==> config.mk <==
export PLATFORM = sky130hd
export DESIGN_NAME = mioc_dram_timing
export DESIGN_NICKNAME = d
export VERILOG_FILES = /design/src/rtl/mioc_dram_timing.sv
export SDC_FILE = /design/constraint.sdc
export NUM_CORES = 1
export LEC_CHECK = 0
export ABC_AREA = 1
export BUFFER_PORTS_ARGS = -buffer_cell sky130_fd_sc_hd__clkbuf_2
export CORE_MARGIN = 10
export CORE_UTILIZATION = 51
export DETAILED_ROUTE_END_ITERATION = 8
export PLACE_DENSITY = 0.76
export SETUP_SLACK_MARGIN = 0.3
export SLEW_MARGIN = 20
export SYNTH_ARGS = -nofsm -noshare
export SYNTH_HDL_FRONTEND = slang
export SYNTH_SLANG_ARGS = --single-unit
==> constraint.sdc <==
create_clock -name B_PHI -period 1.8 [get_ports B_PHI]
set_input_delay 0.18 -clock B_PHI [delete_from_list [all_inputs] [get_ports B_PHI]]
set_output_delay 0.18 -clock B_PHI [all_outputs]
set_load 0.02 [all_outputs]
==> src/rtl/mioc_dram_timing.sv <==
// DRAM strobe sequencer: turns buffered Z80 MREQ/RD/WR/RFSH into registered RAS/CAS/MUX/RA7.
// Strobes are derived from the current state and registered, so they trail the state by one edge.
module mioc_dram_timing #(
    parameter int TIMEOUT = 15,
    parameter int PRE_CYC = 1
) (
    input  logic       B_PHI,
    input  logic       RST,
    input  logic       BMREQ_N,
    input  logic       BRFSH_N,
    input  logic       BRD_N,
    input  logic       N_BWR,
    input  logic       BA15,
    input  logic       BA14,
    input  logic       BA6,
    input  logic       RAMEN,
    output logic       RAS_N,
    output logic       CAS1_N,
    output logic       CAS2_N,
    output logic       MUX,
    output logic       RA7,
    output logic [7:0] REF_CNT,
    output logic       TMO,
    output logic [2:0] DBG_STATE
);

    typedef enum logic [2:0] {
        S_IDLE = 3'd0,
        S_RAS  = 3'd1,
        S_MUXD = 3'd2,
        S_CAS  = 3'd3,
        S_REFH = 3'd4,
        S_PRE  = 3'd5
    } state_t;

    localparam logic [3:0] TMO_LAST = 4'(TIMEOUT - 1);
    localparam logic [1:0] PRE_LAST = 2'(PRE_CYC - 1);

    state_t     state_q, state_d;
    logic       is_ref_q, is_ref_d;
    logic       bank_q, bank_d;
    logic       lock_q, lock_d;
    logic [3:0] tcnt_q, tcnt_d;
    logic [1:0] pcnt_q, pcnt_d;
    logic [7:0] ref_cnt_q, ref_cnt_d;
    logic       start, tmo_hit, ref_done;
    logic       ras_n_d, cas1_n_d, cas2_n_d, mux_d, ra7_d, tmo_d;
    logic       ras_n_q, cas1_n_q, cas2_n_q, mux_q, ra7_q, tmo_q;

    assign start = !BMREQ_N && (!BRFSH_N || (RAMEN && (!BRD_N || !N_BWR)));

    always_ff @(posedge B_PHI) begin
        if (RST) begin
            state_q   <= S_IDLE;
            is_ref_q  <= 1'b0;
            bank_q    <= 1'b0;
            lock_q    <= 1'b0;
            tcnt_q    <= '0;
            pcnt_q    <= '0;
            ref_cnt_q <= '0;
            ras_n_q   <= 1'b1;
            cas1_n_q  <= 1'b1;
            cas2_n_q  <= 1'b1;
            mux_q     <= 1'b0;
            ra7_q     <= 1'b0;
            tmo_q     <= 1'b0;
        end else begin
            state_q   <= state_d;
            is_ref_q  <= is_ref_d;
            bank_q    <= bank_d;
            lock_q    <= lock_d;
            tcnt_q    <= tcnt_d;
            pcnt_q    <= pcnt_d;
            ref_cnt_q <= ref_cnt_d;
            ras_n_q   <= ras_n_d;
            cas1_n_q  <= cas1_n_d;
            cas2_n_q  <= cas2_n_d;
            mux_q     <= mux_d;
            ra7_q     <= ra7_d;
            tmo_q     <= tmo_d;
        end
    end

    // A normal end of cycle (MREQ/RFSH released) wins over a timeout on the same edge.
    always_comb begin
        state_d  = state_q;
        is_ref_d = is_ref_q;
        bank_d   = bank_q;
        tmo_hit  = 1'b0;
        ref_done = 1'b0;
        case (state_q)
            S_IDLE: begin
                if (start && !lock_q) begin
                    state_d  = S_RAS;
                    is_ref_d = !BRFSH_N;
                    bank_d   = BA15;
                end
            end
            S_RAS: begin
                if (BMREQ_N)       state_d = S_PRE;
                else if (is_ref_q) state_d = S_REFH;
                else               state_d = S_MUXD;
            end
            S_MUXD: state_d = BMREQ_N ? S_PRE : S_CAS;
            S_CAS: begin
                if (BMREQ_N) begin
                    state_d = S_PRE;
                end else if (tcnt_q == TMO_LAST) begin
                    state_d = S_PRE;
                    tmo_hit = 1'b1;
                end
            end
            S_REFH: begin
                if (BMREQ_N || BRFSH_N) begin
                    state_d  = S_PRE;
                    ref_done = 1'b1;
                end else if (tcnt_q == TMO_LAST) begin
                    state_d = S_PRE;
                    tmo_hit = 1'b1;
                end
            end
            S_PRE: if (pcnt_q == PRE_LAST) state_d = S_IDLE;
            default: state_d = S_IDLE;
        endcase

        tcnt_d = ((state_q == S_CAS || state_q == S_REFH) && state_d == state_q) ? tcnt_q + 4'd1 : 4'd0;
        pcnt_d = (state_q == S_PRE && state_d == S_PRE) ? pcnt_q + 2'd1 : 2'd0;
        // After a timeout, hold off new starts until the CPU releases MREQ.
        lock_d    = tmo_hit ? 1'b1 : (BMREQ_N ? 1'b0 : lock_q);
        ref_cnt_d = ref_cnt_q + {7'd0, ref_done};
    end

    always_comb begin
        ras_n_d  = !(state_q == S_RAS || state_q == S_MUXD || state_q == S_CAS || state_q == S_REFH);
        mux_d    = (state_q == S_MUXD || state_q == S_CAS);
        cas1_n_d = !(state_q == S_CAS && !bank_q);
        cas2_n_d = !(state_q == S_CAS && bank_q);
        ra7_d    = mux_d ? BA14 : BA6;
        tmo_d    = tmo_hit;
    end

    assign RAS_N     = ras_n_q;
    assign CAS1_N    = cas1_n_q;
    assign CAS2_N    = cas2_n_q;
    assign MUX       = mux_q;
    assign RA7       = ra7_q;
    assign REF_CNT   = ref_cnt_q;
    assign TMO       = tmo_q;
    assign DBG_STATE = state_q;

endmodule
==> results of run 1 <==
-- Yosys cell counts --
| cell | number |
|---|---|
| dfxtp_1 | 26 |
| nand2_1 | 24 |
| nor2_1 | 23 |
| inv_1 | 21 |
| nand3_1 | 12 |
| a21oi_1 | 11 |
| nand2_2 | 8 |
| ha_1 | 5 |
| nor2_2 | 3 |
| nor3_1 | 3 |
| nand3_2 | 2 |
| o21ai_0 | 2 |
| o21ai_1 | 2 |
| xnor2_1 | 2 |
| a31oi_1 | 1 |
| buf_6 | 1 |
| clkbuf_1 | 1 |
| clkinv_1 | 1 |
| inv_2 | 1 |
| nand4_1 | 1 |
| nor2_4 | 1 |
| or2_2 | 1 |
| xor2_1 | 1 |
-- per-stage QoR --
step / setup WS (ns) / hold WS [ns] / instances / instance area, sq um / utilization, %
after floorplan: 0.234 / 0.259 / 153 / 1210 / -
after global placement: 0.207 / 0.396 / 206 / 1370 / 62.4
after detailed placement: 0.152 / 0.396 / 206 / 1370 / 62.4
after CTS: 0.290 / 0.0732 / 214 / 1440 / 65.6
after global routing: 0.174 / 0.0797 / 218 / 1520 / 69.5
final: 0.288 / 0.0809 / 218 / 1520 / 69.5
-- sequential cells by signal (all words and copies together) (netlist names), 2 cells and up --
name,count
tcnt_q,4
pcnt_q,2
REF_CNT,8
DBG_STATE,3
-- kinds of logic after synthesis --
logic type	synth area share [%]
fa+ha+maj	5.41
xor+xnor	2.27
buf+inv	8.77
simple gates	31.5
flops	45.0
compound gates	7.03
-- how the worst min path moves through the flow --
stage	start	to	slack (ns)	cells after the start
after global placement	pcnt_q[0]	pcnt_q[0]	0.40	1
after floorplan	RST	REF_CNT[5]	0.26	1
final	BA6	RA7	0.08	3
after CTS	BA6	RA7	0.07	3
after global routing	BA6	RA7	0.08	3
after detailed placement	bank_q	CAS2_N	0.40	1
-- metal layers --
metal | vias up | track usage (%) | routed length (um)
met1 | 509 | 11.6 | 945
li1 | 556 | - | -
met2 | 31 | 23.6 | 1560
met3 | 6 | 2.81 | 185
met4 | 0 | 4.10 | 47
met5 | - | 0 | 0
-- power groups by stage --
stage / Sequential, W / Combinational, W / Clock (W)
finish: 0.000653 / 0.000383 / 0.000294
global route: 0.000658 / 0.000422 / 0.000315
CTS: 0.000652 / 0.000360 / 0.000300
detailed placement: 0.000685 / 0.000312 / 0
global placement: 0.000682 / 0.000309 / 0
floorplan: 0.000699 / 0.000228 / 0
-- worst max-delay path, stage by stage, from the launching register on --
cell	delay, ns
dfxtp_4	0.38
nor2_4	0.11
nand3_2	0.08
inv_2	0.07
ha_4	0.15
nand3_4	0.09
nor2_4	0.14
nand2_2	0.07
nor2_4	0.14
nand3_2	0.07
nand2_1	0.08
nor2_1	0.04
-- cell type report --
type	count	area share, %
Multi-Input combinational cell	102	41.8
Sequential cell	26	34.8
Timing Repair Buffer	35	13.0
Inverter	23	5.67
Clock buffer	4	2.38
Tap cell	28	2.30
-- timing repair --
| item | in CTS | in global routing |
|---|---|---|
| resized for setup | 1 | 14 |
| endpoints found under the setup margin | 3 | 8 |
| setup buffers | 4 | 4 |
| pin swaps | 4 | 6 |
==> reports/results.tsv, run 1 <==
stage	metric	value	unit
sta	minimum clock period	1.51	ns
pwr	switch share	33.7	%
critical_path	r2r endpoint	REF_CNT[7]	
clock_network	CTS Root Cell	clkbuf_4	
critical_path	r2r startpoint	DBG_STATE[1]	
sta	Final Skew	0.0176	ns
sta	pin slew with the least headroom to its limit	0.298	ns
clock_network	CTS buffer count	3	
critical_path	crit path DAT	1.76	ns
clock_network	CTS Buffer Depth	2	
sta	Final Cycle Share	84.0	%
yosys	warnings from Yosys	0	
critical_path	WS Path Type	flop to flop	
clock_network	Worst-path clk slew	0.15	ns
final_layout	n_diodes	0	
yosys	Mapped Avg Cell Area	7.56	sq um
yosys	Gate Count Post-Synth	153	
floorplanning	Die H	67.6	um
pwr	Clock Power Share	22.1	%
critical_path	Crit. End Element	flop	
sta	worst rel slew slack	80.2	%
critical_path	CP required	2.04	ns
sta	unrepaired setup endpoints after global routing	true	
pwr	total power draw	0.00133	W
sta	Setup TNS Final	0	ns
sta	Pins Over Slew Limit	0	
placed_design	Routability Congestion	0.826	
drt	1st-pass router iterations	4	
yosys	cell area after synthesis	1160	sq um
pwr	Comb power frac	28.8	%
floorplanning	std cell rows	17	
critical_path	R2R Setup Slk	0.29	ns
pwr	Flop pwr share	49.1	%
final_layout	most common cell after layout, fill and taps aside	clkbuf_2	
floorplanning	Starting Density	52.8	%
placed_design	Final HPWL DP	1.94	mm
final_layout	Layout area overhead	31.7	%
floorplanning	core footprint	2190	sq um
pwr	LEAKAGE	0.689	nW
yosys	Syn Nets	168	
clock_network	cts hold-fix bufs	0	
global_routing	total congestion overflow	0	
final_layout	Storage cell area	531	sq um
final_layout	fillers	188	
final_layout	most frequent cells in the layout	clkbuf_2 (26), dfxtp_1 (22), nand2_1 (21), inv_1 (20), nor2_1 (17)	
clock_network	CTS H-tree depth	1	
final_layout	Final nets	206	
clock_network	Sinks on Clock Net	26	
hold_path	worst hold path type	primary input to flop	
sta	Setup Viol. Count Final	0	
placed_design	port buffer count	26	
drt	Routed WL	2.74	mm
global_routing	initial antenna violation count	0	
pwr	Int Power	0.000881	W
pwr	NetSw	0.000449	W
clock_network	clk_lat worst skew	0.33	ns
critical_path	CP startpoint	DBG_STATE[1]	
global_routing	first-pass GRT wire length	4.37	mm
yosys	Seq cells post-synth	26	
drt	initial DRC count	27	
critical_path	crit path max fanout	3	
pwr	Power Density	874	nW/um^2
critical_path	Startpoint Class	flop	
drt	via/cell ratio	5.06	
global_routing	vias in the first global route	1049	
yosys	synth top area cells	dfxtp_1 (45%), nand2_1 (7.8%), nor2_1 (7.5%), inv_1 (6.8%), ha_1 (5.4%)	
pwr	Worst IR Drop VDD	0.000607	V
run_status	outcome	completed	
drt	total number of vias	1102	
floorplanning	Die W	67.6	um
sta	final hold violation count	0	
yosys	register area share after synthesis	45.0	%
clock_network	CTS tree	built	
final_layout	share of post-route cells with drive strength above 1	40.0	%
flow_run	total of max-cap violations	0	
floorplanning	# IOs	27	
critical_path	CP endpoint	REF_CNT[7]	
critical_path	Worst Reg-to-Reg Cells	11	
yosys	Netlist cell types	23	
floorplanning	die area	4570	sq um
drt	DRC errors left	0	
drt	Routed Antenna Nets	0	
yosys	Yosys top cell by area	dfxtp_1	
sta	Peak Freq	0.661	GHz
yosys	Synth top area share	45.0	%
drt	DR WL/cell	12.6	um
global_routing	gr usage total	11.9	%
final_layout	multi-input logic area	637	sq um
global_routing	largest net degree at the start of global routing	16	
(Power assumes the default switching activity.)
==> inputs of run 2 (changes only) <==
==> constraint.sdc (replaced) <==
create_clock -name B_PHI -period 1.5 [get_ports B_PHI]
set_input_delay 0.15 -clock B_PHI [delete_from_list [all_inputs] [get_ports B_PHI]]
set_output_delay 0.15 -clock B_PHI [all_outputs]
set_load 0.02 [all_outputs]
==> reports/results.tsv, run 2 (synthesized netlist as in run 1, its figures left out) <==
stage	metric	value	unit
hold_path	Hold EP	RA7	
sta	pin slew with the least headroom to its limit	0.314	ns
sta	final hold violation count	0	
final_layout	Storage cell area	536	sq um
placed_design	DP Worst Slack	0.00743	ns
placed_design	Final HPWL DP	2.06	mm
run_status	outcome	finished with violations	
clock_network	Worst-path clk slew	0.14	ns
critical_path	crit path max fanout	3	
pwr	LEAKAGE	0.747	nW
drt	1st-pass router iterations	6	
critical_path	Crit. End Element	flop	
final_layout	n_diodes	0	
floorplanning	# IOs	27	
clock_network	clk_lat worst skew	0.32	ns
global_routing	initial antenna violation count	0	
critical_path	r2r endpoint	REF_CNT[7]	
pwr	Worst IR Drop VDD	0.000754	V
global_routing	largest net degree at the start of global routing	16	
final_layout	most common cell after layout, fill and taps aside	clkbuf_2	
drt	Routed WL	3.12	mm
sta	Setup TNS Final	-0.0180	ns
sta	Peak Freq	0.661	GHz
critical_path	WS Path Type	flop to flop	
placed_design	Routability Congestion	0.824	
drt	initial DRC count	56	
critical_path	r2r startpoint	DBG_STATE[0]	
sta	Final Skew	0.00190	ns
critical_path	Worst Reg-to-Reg Cells	11	
floorplanning	Die W	67.6	um
clock_network	CTS Buffer Depth	2	
sta	final worst slack	-0.0117	ns
final_layout	share of post-route cells with drive strength above 1	51.0	%
floorplanning	Die H	67.6	um
clock_network	CTS Root Cell	clkbuf_4	
drt	DRC errors left	0	
run_status	failing checks	setup timing	
critical_path	Startpoint Class	flop	
hold_path	Hold Crit Depth	3	
placed_design	placed cell count	212	
final_layout	final std cells w/o fill	224	
flow_run	total of max-cap violations	0	
sta	minimum clock period	1.51	ns
global_routing	total congestion overflow	0	
final_layout	fillers	162	
placed_design	port buffer count	26	
final_layout	Layout area overhead	47.9	%
critical_path	crit path DAT	1.74	ns
hold_path	worst hold path type	primary input to flop	
clock_network	Sinks on Clock Net	26	
clock_network	CTS tree	built	
floorplanning	std cell rows	17	
hold_path	min-delay src	BA6	
final_layout	Final Util	78.1	%
floorplanning	Starting Density	52.8	%
final_layout	multi-input logic area	734	sq um
clock_network	cts hold-fix bufs	0	
clock_network	CTS H-tree depth	1	
global_routing	gr usage total	12.2	%
drt	total number of vias	1141	
drt	DR WL/cell	13.9	um
sta	unrepaired setup endpoints after global routing	true	
sta	worst rel slew slack	79.0	%
drt	via/cell ratio	5.09	
critical_path	CP required	1.73	ns
drt	Routed Antenna Nets	0	
critical_path	R2R Setup Slk	-0.01	ns
floorplanning	core footprint	2190	sq um
sta	Final Cycle Share	101	%
sta	Pins Over Slew Limit	0	
pwr	Power Density	1080	nW/um^2
global_routing	vias in the first global route	1048	
floorplanning	die area	4570	sq um
final_layout	most frequent cells in the layout	clkbuf_2 (23), nand2_1 (21), dfxtp_1 (18), inv_1 (16), buf_4 (16)	
sta	Setup Viol. Count Final	2	
clock_network	CTS buffer count	3	
final_layout	Final nets	212	
pwr	total power draw	0.00185	W
final_layout	max reg flops	8	
global_routing	first-pass GRT wire length	4.46	mm
==> run 2: metal layers <==
layer	global-route usage [%]	vias up	part of all wire [%]	routed length [um]
met2	22.2	43	52	1610
met4	4.36	0	1.8	55
met5	0	-	0	0
li1	-	567	-	-
met3	3.47	6	9.1	284
met1	12.9	525	37	1160
==> run 2: worst max path at each step <==
stage / from / endpoint / slack (ns) / depth (start not counted)
CTS: DBG_STATE[0] / REF_CNT[7] / 0.02 / 11
global placement: DBG_STATE[0] / REF_CNT[6] / 0.05 / 12
detailed placement: DBG_STATE[0] / REF_CNT[6] / 0.007 / 12
global route: DBG_STATE[0] / REF_CNT[6] / -0.15 / 12
floorplan: DBG_STATE[0] / REF_CNT[6] / -0.07 / 12
finish: DBG_STATE[0] / REF_CNT[7] / -0.01 / 11
==> run 2: critical path: stages (launching register included) <==
cell and delay [ns]:
dfxtp_4 0.37, nor2_4 0.11, nand3_2 0.09, inv_2 0.08, ha_4 0.15, nand3_4 0.10
nor2_4 0.13, nand2_2 0.07, nor2_4 0.14, nand3_2 0.09, nand2_1 0.06, nor2_1 0.04
==> run 2: stage by stage <==
step	cell area, sq um	hold slack (ns)
CTS	1470	0.0574
finish	1710	0.0663
floorplan	1220	0.229
global placement	1420	0.386
global route	1710	0.0572
detailed placement	1420	0.402
==> run 2: cell type report <==
cell class              instances  area share (%)
inverters                      23            5.49
well taps                      28            2.05
repair buffers                 41            16.1
multi-input cells             102            42.9
clock buffers                   4            2.12
flip-flops and latches         26            31.3
==> run 2: report_power, final <==
part	leakage (nW)	internal [W]	total [W]	switching, W
registers	0.215	0.000742	0.000772	0.0000305
clock network	0.0210	0.000148	0.000353	0.000205
logic	0.511	0.000309	0.000726	0.000417
total	0.747	0.00120	0.00185	0.000653
==> run 2: timing repair <==
| item | CTS | global route |
|---|---|---|
| cloned | 0 | 1 |
| resized for setup | 3 | 48 |
| pin swaps | 4 | 9 |
| buffers inserted | 1 | 6 |
| endpoints found under the setup margin | 13 | 22 |
| endpoints found under the hold margin | 0 | 0 |
